File: config.mk
export PLATFORM = sky130hd
export DESIGN_NAME = rv_exwb
export DESIGN_NICKNAME = d
export VERILOG_FILES = /design/src/rtl/rv_exwb.sv
export SDC_FILE = /design/constraint.sdc
export NUM_CORES = 1
export LEC_CHECK = 0
export ABC_CLOCK_PERIOD_IN_PS = 3150
export CORE_MARGIN = 4
export CORE_UTILIZATION = 42
export DETAILED_ROUTE_END_ITERATION = 8
export GPL_ROUTABILITY_DRIVEN = 0
export PLACE_DENSITY = 0.81
export SYNTH_ARGS = -nofsm -noshare
export SYNTH_HDL_FRONTEND = slang
export SYNTH_SLANG_ARGS = --single-unit
File: constraint.sdc
create_clock -name clk -period 3.15 [get_ports clk]
set_clock_uncertainty 0.05 [all_clocks]
set_input_delay 0.7875 -clock clk [delete_from_list [all_inputs] [get_ports clk]]
set_output_delay 0.7875 -clock clk [all_outputs]
set_load 0.005 [all_outputs]
File: src/rtl/rv_exwb.sv
// Execute/writeback stage: retires ALU and mul/div results to the register file,
// stalls upstream while a mul/div is outstanding and aborts it on timeout.
module rv_exwb #(
  parameter int unsigned TMO_CYC = 64
) (
  input  logic        clk,
  input  logic        xreset,
  input  logic        rdy,
  input  logic        ex_valid,
  input  logic        ex_wen,
  input  logic [4:0]  ex_rd,
  input  logic        flush,
  input  logic [31:0] rwdat,
  input  logic [31:0] rwdatx,
  input  logic        mulop,
  input  logic        cmpl,
  input  logic [4:0]  id_rs1,
  input  logic [4:0]  id_rs2,
  output logic        stall,
  output logic        hz,
  output logic        wb_we,
  output logic [4:0]  wb_rd,
  output logic [31:0] wb_dat,
  output logic        tmo_err
);

  localparam int unsigned REG_W = 5;
  localparam int unsigned DAT_W = 32;
  localparam int unsigned CNT_W = 8;
  localparam logic [CNT_W-1:0] TMO_LIM = CNT_W'(TMO_CYC);

  typedef enum logic {
    S_IDLE = 1'b0,
    S_BUSY = 1'b1
  } state_e;

  state_e             state_q, state_d;
  logic [REG_W-1:0]   pend_rd_q, pend_rd_d;
  logic               pend_wen_q, pend_wen_d;
  logic               pend_kill_q, pend_kill_d;
  logic [CNT_W-1:0]   busy_cnt_q, busy_cnt_d;
  logic               wb_we_q, wb_we_d;
  logic [REG_W-1:0]   wb_rd_q, wb_rd_d;
  logic [DAT_W-1:0]   wb_dat_q, wb_dat_d;
  logic               tmo_err_q, tmo_err_d;

  logic issue;
  logic at_limit;
  logic pend_live;
  logic stall_core;

  assign issue     = ex_valid & ~flush;
  assign at_limit  = (busy_cnt_q == TMO_LIM);
  // A pending op only produces a real write if it targets a non-zero rd and was not squashed.
  assign pend_live = pend_wen_q & ~pend_kill_q & (pend_rd_q != '0);

  always_ff @(posedge clk or negedge xreset) begin
    if (!xreset) begin
      state_q     <= S_IDLE;
      pend_rd_q   <= '0;
      pend_wen_q  <= 1'b0;
      pend_kill_q <= 1'b0;
      busy_cnt_q  <= '0;
      wb_we_q     <= 1'b0;
      wb_rd_q     <= '0;
      wb_dat_q    <= '0;
      tmo_err_q   <= 1'b0;
    end else begin
      state_q     <= state_d;
      pend_rd_q   <= pend_rd_d;
      pend_wen_q  <= pend_wen_d;
      pend_kill_q <= pend_kill_d;
      busy_cnt_q  <= busy_cnt_d;
      wb_we_q     <= wb_we_d;
      wb_rd_q     <= wb_rd_d;
      wb_dat_q    <= wb_dat_d;
      tmo_err_q   <= tmo_err_d;
    end
  end

  // Next-state and writeback logic; with rdy low every register simply holds.
  always_comb begin
    state_d     = state_q;
    pend_rd_d   = pend_rd_q;
    pend_wen_d  = pend_wen_q;
    pend_kill_d = pend_kill_q;
    busy_cnt_d  = busy_cnt_q;
    wb_we_d     = wb_we_q;
    wb_rd_d     = wb_rd_q;
    wb_dat_d    = wb_dat_q;
    tmo_err_d   = tmo_err_q;
    stall_core  = 1'b0;

    unique case (state_q)
      S_IDLE: begin
        stall_core = issue & mulop & ~cmpl;
        if (rdy) begin
          wb_we_d = 1'b0;
          if (issue) begin
            if (!mulop || cmpl) begin
              wb_we_d  = ex_wen & (ex_rd != '0);
              wb_rd_d  = ex_rd;
              wb_dat_d = mulop ? rwdatx : rwdat;
            end else begin
              state_d     = S_BUSY;
              pend_rd_d   = ex_rd;
              pend_wen_d  = ex_wen;
              pend_kill_d = 1'b0;
              busy_cnt_d  = CNT_W'(1);
            end
          end
        end
      end
      S_BUSY: begin
        stall_core = ~cmpl & ~at_limit;
        if (rdy) begin
          wb_we_d = 1'b0;
          if (cmpl) begin
            state_d  = S_IDLE;
            wb_we_d  = pend_live & ~flush;
            wb_rd_d  = pend_rd_q;
            wb_dat_d = rwdatx;
          end else if (at_limit) begin
            state_d   = S_IDLE;
            tmo_err_d = 1'b1;
          end else begin
            busy_cnt_d = busy_cnt_q + CNT_W'(1);
            if (flush) begin
              pend_kill_d = 1'b1;
            end
          end
        end
      end
      default: begin
        state_d = S_IDLE;
      end
    endcase
  end

  // Held-off write pulse is masked while the pipeline is frozen; stall is quiet in reset.
  assign wb_we   = wb_we_q & rdy;
  assign wb_rd   = wb_rd_q;
  assign wb_dat  = wb_dat_q;
  assign tmo_err = tmo_err_q;
  assign stall   = xreset & (~rdy | stall_core);
  assign hz      = (state_q == S_BUSY) & pend_live &
                   ((id_rs1 == pend_rd_q) | (id_rs2 == pend_rd_q));

endmodule

Word level (Yosys, flattened, before mapping):

Index checks and enable logic that the tools add are counted.

* bits in read-only memories: 0
* memories kept: 0
* bits in writable memories: 0
* register bits: 55
* logic and storage cells: 95
* bits in latches: 0
* output and inout bits: 41

* $add $sub $neg: 1
* multiply operators: 0
* reductions and logical operators: 10
* div/mod/pow operators: 0
* bitwise gates (word level): 21
* mux-type cells: 42
* order comparisons: 0
* eq/ne operators: 12
* shift-type cells: 0

Operator list (number)
* 32-bit 2-to-1 mux: 6
* 32-bit case mux with 2 select lines: 1
* 8-bit 2-to-1 mux: 6
* 5-bit 2-to-1 mux: 5
* 1-bit 2-to-1 mux: 18
* 2-bit inequality test, second input constant: 9
* 8-bit case mux with 2 select lines: 1
* 1-bit AND: 12
* 5-bit == test: 2
* 5-bit case mux with 2 select lines: 1
* 5-bit nonzero test: 2
* 8-bit by 1-bit adder with 8-bit output, second input constant: 1
* 8-bit by 7-bit == test with 1-bit output, second input constant: 1
* 1-bit case mux with 2 select lines: 4
* 4-bit AND reduction: 2
* 1-bit NOT: 7
* 7-bit AND reduction: 1
* 6-bit AND reduction: 1
* 5-bit AND reduction: 1
* 1-bit OR: 2
* 2-bit AND reduction: 1
* 1-bit zero test: 1
* 1-bit logical OR: 1

Logic depth before layout (Yosys ltp):

Gate-level depths: netlist (run 1).

* word-level depth: 7
* depth in mapped cells: 6

Worst setup path before layout (run 1):

Ideal clock, no wire load.

* path type: register to output
* start: register busy_cnt_q[4]
* end: output port stall
* required time: 2312 ps
* setup slack: 691 ps
* stages on the path, launching flop included: 5
* data arrival time: 1621 ps
* path through: dfrtp_1 -> or4b_1 -> or4b_4 -> nand2_1 -> a31oi_1

* cells in the longest elaborated chain, start to end: 6

RTL lines
* start: declaration: line 41 `logic [CNT_W-1:0] busy_cnt_q, busy_cnt_d;`
* start signal: assignment: line 73 `busy_cnt_q <= busy_cnt_d;`
* 8-bit by 7-bit == test with 1-bit output: line 53 `assign at_limit = (busy_cnt_q == TMO_LIM);`
* 1-bit NOT: line 115 `stall_core = ~cmpl & ~at_limit;`
* 1-bit AND: line 115
* 1-bit case mux with 2 select lines: line 94 `unique case (state_q)`
* 1-bit OR: line 145 `assign stall = xreset & (~rdy | stall_core);`
* 1-bit AND: line 145
* end: declaration: line 19 `output logic stall,`

No other way between the ends.

Worst setup path in the final report (run 1):

Same ends and word-level chain as after synthesis.

==> results of run 1 <==
[synth_stat cells, types with 2 or more instances]
library cell and n:
sky130_fd_sc_hd__a21oi_1 3, sky130_fd_sc_hd__mux2_2 6, sky130_fd_sc_hd__nor2b_1 2, sky130_fd_sc_hd__ha_1 2, sky130_fd_sc_hd__buf_2 5, sky130_fd_sc_hd__o21ai_0 43
sky130_fd_sc_hd__dfrtp_1 55, sky130_fd_sc_hd__nand2_1 59, sky130_fd_sc_hd__nor3_1 3, sky130_fd_sc_hd__nand3_1 6, sky130_fd_sc_hd__nand4b_1 2, sky130_fd_sc_hd__inv_1 4
sky130_fd_sc_hd__nor2_1 7, sky130_fd_sc_hd__xnor2_1 10, sky130_fd_sc_hd__a31oi_1 2, sky130_fd_sc_hd__mux2i_1 38, sky130_fd_sc_hd__clkbuf_1 9, sky130_fd_sc_hd__and3_1 2
sky130_fd_sc_hd__nor4b_1 2
[power by group through the flow]
stage	combinational [W]	clock [W]	sequential, W
floorplan	0.000311	0	0.00105
detailed placement	0.000821	0	0.00106
global route	0.000926	0.000414	0.00106
finish	0.000843	0.000369	0.00104
CTS	0.000853	0.000385	0.00104
global placement	0.000796	0	0.00105
[registers in the layout (all words and copies together), names as in the netlist, 5 cells and up]
signal	cells
pend_rd_q	5
wb_rd	5
wb_dat	32
busy_cnt_q	8
[stage by stage]
step	setup TNS, ns	power [W]	worst slack, ns	hold WS, ns	utilization
after detailed placement	-0.0447	0.00188	-0.0429	0.405	0.660
after CTS	0	0.00228	0.0785	0.428	0.677
after global routing	0	0.00240	0.0275	0.439	0.678
after global placement	0	0.00185	0.0465	0.404	0.660
after floorplan	0	0.00136	0.691	0.401	-
final	0	0.00225	0.107	0.424	0.678
[worst max-delay path: stages, from the launching register on]
cell and delay, ns:
sky130_fd_sc_hd__dfrtp_1 0.39, sky130_fd_sc_hd__or4b_4 0.54, sky130_fd_sc_hd__or4b_4 0.54, sky130_fd_sc_hd__nand2_1 0.09, sky130_fd_sc_hd__a31oi_1 0.07, sky130_fd_sc_hd__dlygate4sd2_1 0.28
[routing by layer]
layer | vias up | track usage | wire length [um]
li1 | 1250 | - | -
met4 | 0 | 0.0528 | 121
met2 | 81 | 0.346 | 3800
met1 | 1163 | 0.220 | 3020
met5 | - | 0 | 0
met3 | 9 | 0.0415 | 542
[worst paths after layout]
path / start / to / slack, ns
hold / removal: tmo_err$_DFFE_PN0P_ / tmo_err$_DFFE_PN0P_ / 0.42
hold reg to reg: tmo_err$_DFFE_PN0P_ / tmo_err$_DFFE_PN0P_ / 0.42
setup reg to reg: busy_cnt_q[4]$_DFFE_PN0P_ / busy_cnt_q[1]$_DFFE_PN0P_ / 1.13
max in group asynchronous: xreset / wb_dat[19]$_DFFE_PN0P_ / 2.00
min in group asynchronous: xreset / pend_kill_q$_DFFE_PN0P_ / 0.57
setup / recovery: busy_cnt_q[4]$_DFFE_PN0P_ / stall / 0.11
[what timing repair did]
action / 4_1_cts / 5_1_grt
pin swaps: 1 / 0
gates resized for setup: 2 / 1
endpoints found under the setup margin: 2 / 1
hold buffers: 0 / 0
setup buffers: 4 / 0
hold endpoints to repair: 0 / 0
[kinds of logic (layout without fill, tap and decap cells)]
kind of cell,Yosys count,in the layout,synth area share
compound gates,58,58,0.118
xor+xnor,10,10,0.0314
fa+ha+maj,2,2,0.00898
buf+inv,18,153,0.0265
flops,55,55,0.494
mux,44,44,0.161
simple gates,95,95,0.161
[cell type report]
type | count | share of cell area
repair buffers | 141 | 0.322
flip-flops and latches | 55 | 0.318
multi-input cells | 209 | 0.316
well taps | 77 | 0.0223
clock buffers | 7 | 0.0176
inverters | 4 | 0.00347
clock inverters | 1 | 0.00116
==> insert_results.sql, run 1 <==
INSERT INTO impl_metrics (metric_group, metric, value, unit) VALUES
('logic_synthesis', 'synthFlopType', 'sky130_fd_sc_hd__dfrtp_1', ''),
('cts', 'clock_insertion_delay_worst_skew', '0.29', 'ns'),
('global_route', 'grtUsageTotal', '0.188', ''),
('cts', 'clk_root_buffer_cell', 'sky130_fd_sc_hd__clkbuf_8', ''),
('pwr', 'power.static_leakage', '1.87', 'nW'),
('critical_path', 'end_kind', 'output port', ''),
('routing', 'wl_per_cell', '15.2', 'um'),
('logic_synthesis', 'top_cells_by_area_synth', 'sky130_fd_sc_hd__dfrtp_1, sky130_fd_sc_hd__mux2i_1, sky130_fd_sc_hd__nand2_1', ''),
('pwr', 'part_of_the_power_in_registers', '0.462', ''),
('job', 'drv_cap', '0', ''),
('routing', 'dr_total_vias', '2503', ''),
('routing', 'drc', '0', ''),
('sta', 'max_slew.worst_pin.slew', '0.706', 'ns'),
('sta', 'period_share', '0.966', ''),
('floorplanning', 'io-pin-count', '128', ''),
('hold_path', 'timing.hold.worst_path_depth', '1', ''),
('pwr', 'powerDensity', '520', 'nW/um^2'),
('final_layout', 'layout.cells.most_common', 'sky130_fd_sc_hd__clkdlybuf4s50_1', ''),
('logic_synthesis', 'seq_area_frac_synth', '0.494', ''),
('place', 'portBuffers', '127', ''),
('critical_path', 'arrival_worst_endpoint', '2.21', 'ns'),
('routing', 'detailedRoute.firstPassIterationCount', '4', ''),
('pwr', 'combinationalPowerShare', '0.375', ''),
('cts', 'cts_inserted_buffers', '5', ''),
('floorplanning', 'floorplan.die.width', '89.5', 'um'),
('logic_synthesis', 'asyncSetResetFlopFracSynth', '1.00', ''),
('routing', 'detail_route.iter0.violations', '92', ''),
('sta', 'timing.final.max_slew_violations', '0', ''),
('final_layout', 'post_route_cells_drive_above_1_share', '0.0887', ''),
('cts', 'worst_setup_hold_path_clk_slew', '0.09', 'ns'),
('critical_path', 'reg2reg_depth', '5', ''),
('cts', 'cts_buffer_depth', '2', ''),
('final_layout', 'fill_cells', '526', ''),
('place', 'numPlacedInstances', '482', ''),
('global_route', 'grt_max_degree', '75', ''),
('logic_synthesis', 'synth_area_per_cell', '9.89', 'um^2'),
('global_route', 'globalRoute.totalOverflow', '0', ''),
('routing', 'finalWirelength', '7490', 'um'),
('logic_synthesis', 'post_synthesis_sequential_element_count', '55', ''),
('routing', 'vias_per_cell', '5.07', ''),
('global_route', 'first_global_vias', '2460', ''),
('final_layout', 'sequential_cell_area', '1380', 'um^2'),
('cts', 'cts_tree', 'built', ''),
('routing', 'antenna_violating_nets_post_route', '0', ''),
('logic_synthesis', 'yosysUniqueCellTypes', '41', ''),
('final_layout', 'area_delta_synth_final', '55.3', '%'),
('final_layout', 'final_nets', '505', ''),
('critical_path', 'crit_required', '2.31', 'ns'),
('sta', 'max_slew_headroom', '0.529', ''),
('sta', 'setup_viol_count_final', '0', ''),
('critical_path', 'crit_path_max_fanout', '2', ''),
('pwr', 'power.switching', '0.000677', 'W'),
('cts', 'clock_sinks', '55', ''),
('pwr', 'p_sw_frac', '0.301', ''),
('final_layout', 'layout.cells.most_common_list', 'sky130_fd_sc_hd__clkdlybuf4s50_1, sky130_fd_sc_hd__nand2_1, sky130_fd_sc_hd__dfrtp_1', ''),
('place', 'detailed_place_hpwl', '5770', 'um'),
('final_layout', 'final_cells', '494', ''),
('global_route', 'grt_pass1_wl', '11700', 'um'),
('sta', 'grt_setup_unrepaired', 'no', ''),
('sta', 'finalHoldViolCount', '0', ''),
('logic_synthesis', 'synth_enable_flop_cells', '0', ''),
('logic_synthesis', 'syn-instance-count', '282', ''),
('pwr', 'peak_vdd_ir', '0.000276', 'V'),
('hold_path', 'hold_path.class', 'register to register', ''),
('critical_path', 'kind_of_start_point_of_the_critical_path', 'register', ''),
('outcome', 'status', 'complete, no violations', ''),
('floorplanning', 'die_area', '8000', 'um^2'),
('floorplanning', 'core-area', '6390', 'um^2'),
('logic_synthesis', 'synth-warning-count', '0', ''),
('pwr', 'power.internal', '0.00157', 'W'),
('logic_synthesis', 'synth_top_cell_area_share', '0.494', '');
Note: power is estimated with default switching activity, not from simulation.
==> run 2, diff against run 1 <==
--- a/config.mk
+++ b/config.mk
@@ -5,7 +5,8 @@
 export SDC_FILE = /design/constraint.sdc
 export NUM_CORES = 1
 export LEC_CHECK = 0
-export ABC_CLOCK_PERIOD_IN_PS = 3150
+export ABC_AREA = 0
+export ABC_CLOCK_PERIOD_IN_PS = 3200
 export CORE_MARGIN = 4
 export CORE_UTILIZATION = 42
 export DETAILED_ROUTE_END_ITERATION = 8
@@ -14,3 +15,4 @@
 export SYNTH_ARGS = -nofsm -noshare
 export SYNTH_HDL_FRONTEND = slang
 export SYNTH_SLANG_ARGS = --single-unit
+export TNS_END_PERCENT = 1
==> constraint.sdc (replaced) <==
create_clock -name clk -period 3.2 [get_ports clk]
set_clock_uncertainty 0.05 [all_clocks]
set_input_delay 0.8 -clock clk [delete_from_list [all_inputs] [get_ports clk]]
set_output_delay 0.8 -clock clk [all_outputs]
set_load 0.005 [all_outputs]
==> run 2 against run 1 <==
Count of clock-buffer cells in the layout down 1; critical path depth did not move; largest power group unchanged; core utilization hardly changed; combinational power decreased by 2.8%; global-route usage barely moved; routed wire length is 2.2% lower; final area is essentially flat; critical endpoint unchanged; final cell count is the same; hold slack better by 0.0073 ns; sequential share of layout area about the same; non-clock buffer count unchanged.
==> insert_results.sql, run 2 (synthesis gave the netlist of run 1 again) <==
INSERT INTO impl_metrics (metric_group, metric, value, unit) VALUES
('routing', 'detailedRoute.firstPassIterationCount', '4', ''),
('pwr', 'powerDensity', '512', 'nW/um^2'),
('cts', 'worst_setup_hold_path_clk_slew', '0.09', 'ns'),
('final_layout', 'post_route_cells_drive_above_1_share', '0.0911', ''),
('routing', 'finalWirelength', '7320', 'um'),
('sta', 'setup_viol_count_final', '0', ''),
('sta', 'max_slew.worst_pin.slew', '0.682', 'ns'),
('cts', 'cts_inserted_buffers', '5', ''),
('cts', 'clock_sinks', '55', ''),
('sta', 'tns', '0', 'ns'),
('sta', 'post-route-min-period', '3.07', 'ns'),
('routing', 'vias_per_cell', '5.07', ''),
('global_route', 'grt_pass1_wl', '11700', 'um'),
('critical_path', 'crit_path_max_fanout', '2', ''),
('cts', 'cts_buffer_depth', '2', ''),
('global_route', 'first_global_vias', '2436', ''),
('routing', 'detail_route.iter0.violations', '178', ''),
('routing', 'routedLengthMet1', '3050', 'um'),
('routing', 'detailed_routed_wire_length_on_met2', '3600', 'um'),
('sta', 'max_clock_freq', '326', 'MHz'),
('final_layout', 'num_antenna_cells', '0', ''),
('final_layout', 'layout.cells.most_common', 'sky130_fd_sc_hd__clkdlybuf4s50_1', ''),
('floorplanning', 'num_rows', '29', ''),
('global_route', 'antenna_found_initial', '0', ''),
('place', 'portBuffers', '127', ''),
('final_layout', 'area_delta_synth_final', '55.2', '%'),
('sta', 'period_share', '0.960', ''),
('final_layout', 'layout.cells.most_common_list', 'sky130_fd_sc_hd__clkdlybuf4s50_1, sky130_fd_sc_hd__nand2_1, sky130_fd_sc_hd__dfrtp_1', ''),
('sta', 'finalHoldViolCount', '0', ''),
('place', 'detailed_place_hpwl', '5700', 'um'),
('job', 'drv_cap', '0', ''),
('routing', 'dr_total_vias', '2503', ''),
('critical_path', 'end_kind', 'output port', ''),
('pwr', 'peak_vdd_ir', '0.000255', 'V'),
('routing', 'drc', '0', ''),
('sta', 'grt_setup_unrepaired', 'no', ''),
('pwr', 'part_of_the_power_in_registers', '0.461', ''),
('pwr', 'power.static_leakage', '1.88', 'nW'),
('floorplanning', 'floorplan.die.width', '89.5', 'um'),
('critical_path', 'crit_required', '2.35', 'ns'),
('cts', 'clock_insertion_delay_worst_skew', '0.30', 'ns'),
('pwr', 'p_sw_frac', '0.304', ''),
('routing', 'antenna_violating_nets_post_route', '0', ''),
('critical_path', 'path_class', 'register to output port', ''),
('floorplanning', 'io-pin-count', '128', ''),
('sta', 'timing.final.max_slew_violations', '0', ''),
('floorplanning', 'core-area', '6390', 'um^2'),
('routing', 'wl_per_cell', '14.8', 'um'),
('global_route', 'grtUsageTotal', '0.189', ''),
('outcome', 'status', 'complete, no violations', ''),
('floorplanning', 'die_area', '8000', 'um^2'),
('hold_path', 'hold_path.class', 'register to register', ''),
('pwr', 'share_clk_of_total_power', '0.169', ''),
('pwr', 'power.switching', '0.000674', 'W'),
('routing', 'maxUsedRoutingLayer', 'met4', ''),
('cts', 'cts_tree', 'built', ''),
('floorplanning', 'start_util', '0.437', ''),
('critical_path', 'arrival_worst_endpoint', '2.22', 'ns'),
('final_layout', 'number_of_flip_flops_under_the_largest_register_name', '32', ''),
('cts', 'clk_root_buffer_cell', 'sky130_fd_sc_hd__clkbuf_8', ''),
('cts', 'htree_num_levels', '2', ''),
('global_route', 'grt_max_degree', '56', ''),
('routing', 'dr_wl_met3', '544', 'um'),
('critical_path', 'kind_of_start_point_of_the_critical_path', 'register', ''),
('final_layout', 'utilization', '0.678', ''),
('floorplanning', 'chipHeight', '89.5', 'um'),
('pwr', 'combinationalPowerShare', '0.370', ''),
('pwr', 'power.internal', '0.00154', 'W'),
('final_layout', 'final_nets', '505', ''),
('global_route', 'globalRoute.totalOverflow', '0', ''),
('sta', 'max_slew_headroom', '0.545', '');
-- run 2: cell count changes in the layout (fill, tap and decap cells not counted) --
cell,delta
sky130_fd_sc_hd__buf_12,-1
sky130_fd_sc_hd__o22ai_1,-1
sky130_fd_sc_hd__clkbuf_1,-1
sky130_fd_sc_hd__dlygate4sd2_1,-1
sky130_fd_sc_hd__or4b_4,-1
sky130_fd_sc_hd__clkinvlp_4,+1
sky130_fd_sc_hd__buf_4,+1
sky130_fd_sc_hd__dlymetal6s2s_1,+1
sky130_fd_sc_hd__o22ai_2,+1
sky130_fd_sc_hd__or4b_1,+1
-- run 2: metal layers --
layer | up-vias | track usage
met5 | - | 0
met4 | 0 | 0.0568
met3 | 13 | 0.0378
met2 | 85 | 0.333
met1 | 1151 | 0.232
li1 | 1254 | -
-- run 2: metrics by stage --
stage / power, W / setup slack, ns / area [um^2] / std cells / hold slack, ns
CTS: 0.00224 / 0.0284 / 4320 / 494 / 0.432
detailed placement: 0.00185 / 0.00191 / 4210 / 483 / 0.409
floorplan: 0.00134 / 0.729 / 2790 / 282 / 0.401
global placement: 0.00182 / 0.0753 / 4210 / 483 / 0.404
finish: 0.00222 / 0.129 / 4330 / 494 / 0.431
global route: 0.00237 / 0.0302 / 4330 / 494 / 0.453
-- run 2: final timing paths --
| check | start | end | slack, ns | cells past startpoint |
|---|---|---|---|---|
| max in group asynchronous | xreset | wb_rd[0]$_DFFE_PN0P_ | 2.06 | 2 |
| worst min-delay path | wb_dat[30]$_DFFE_PN0P_ | wb_dat[30]$_DFFE_PN0P_ | 0.43 | 2 |
| worst min register to register | wb_dat[30]$_DFFE_PN0P_ | wb_dat[30]$_DFFE_PN0P_ | 0.43 | 2 |
| min in group asynchronous | xreset | wb_we_q$_DFFE_PN0P_ | 0.56 | 2 |
| worst max register to register | busy_cnt_q[4]$_DFFE_PN0P_ | busy_cnt_q[0]$_DFFE_PN0P_ | 1.16 | 4 |
| worst max-delay path | busy_cnt_q[4]$_DFFE_PN0P_ | stall | 0.13 | 5 |
-- run 2: what timing repair did --
item,CTS,global route
hold buffers,0,0
setup buffers,3,0
endpoints found under the setup margin,1,1
pin swaps,1,1
gates resized for setup,1,2
-- run 2: final cells by class --
cell class,instances,area (um^2)
multi-input combinational,209,1370
fill,526,2060
inverter,4,15.0
timing repair buffer,141,1390
sequential,55,1380
tap,77,96.3
clock inverter,2,12.5
clock buffer,6,72.6
-- run 2: power by group through the flow --
stage	combinational [W]	clock, W	sequential [W]
floorplan	0.000306	0	0.00103
global placement	0.000781	0	0.00103
detailed placement	0.000803	0	0.00104
CTS	0.000832	0.000384	0.00102
global route	0.000905	0.000418	0.00105
finish	0.000819	0.000374	0.00102
-- run 2: critical path, stage by stage, from the launching register on --
cell                            delay, ns
sky130_fd_sc_hd__dfrtp_1             0.40
sky130_fd_sc_hd__or4b_1              0.54
sky130_fd_sc_hd__or4b_4              0.54
sky130_fd_sc_hd__nand2_1             0.08
sky130_fd_sc_hd__a31oi_1             0.09
sky130_fd_sc_hd__dlygate4sd2_1       0.27
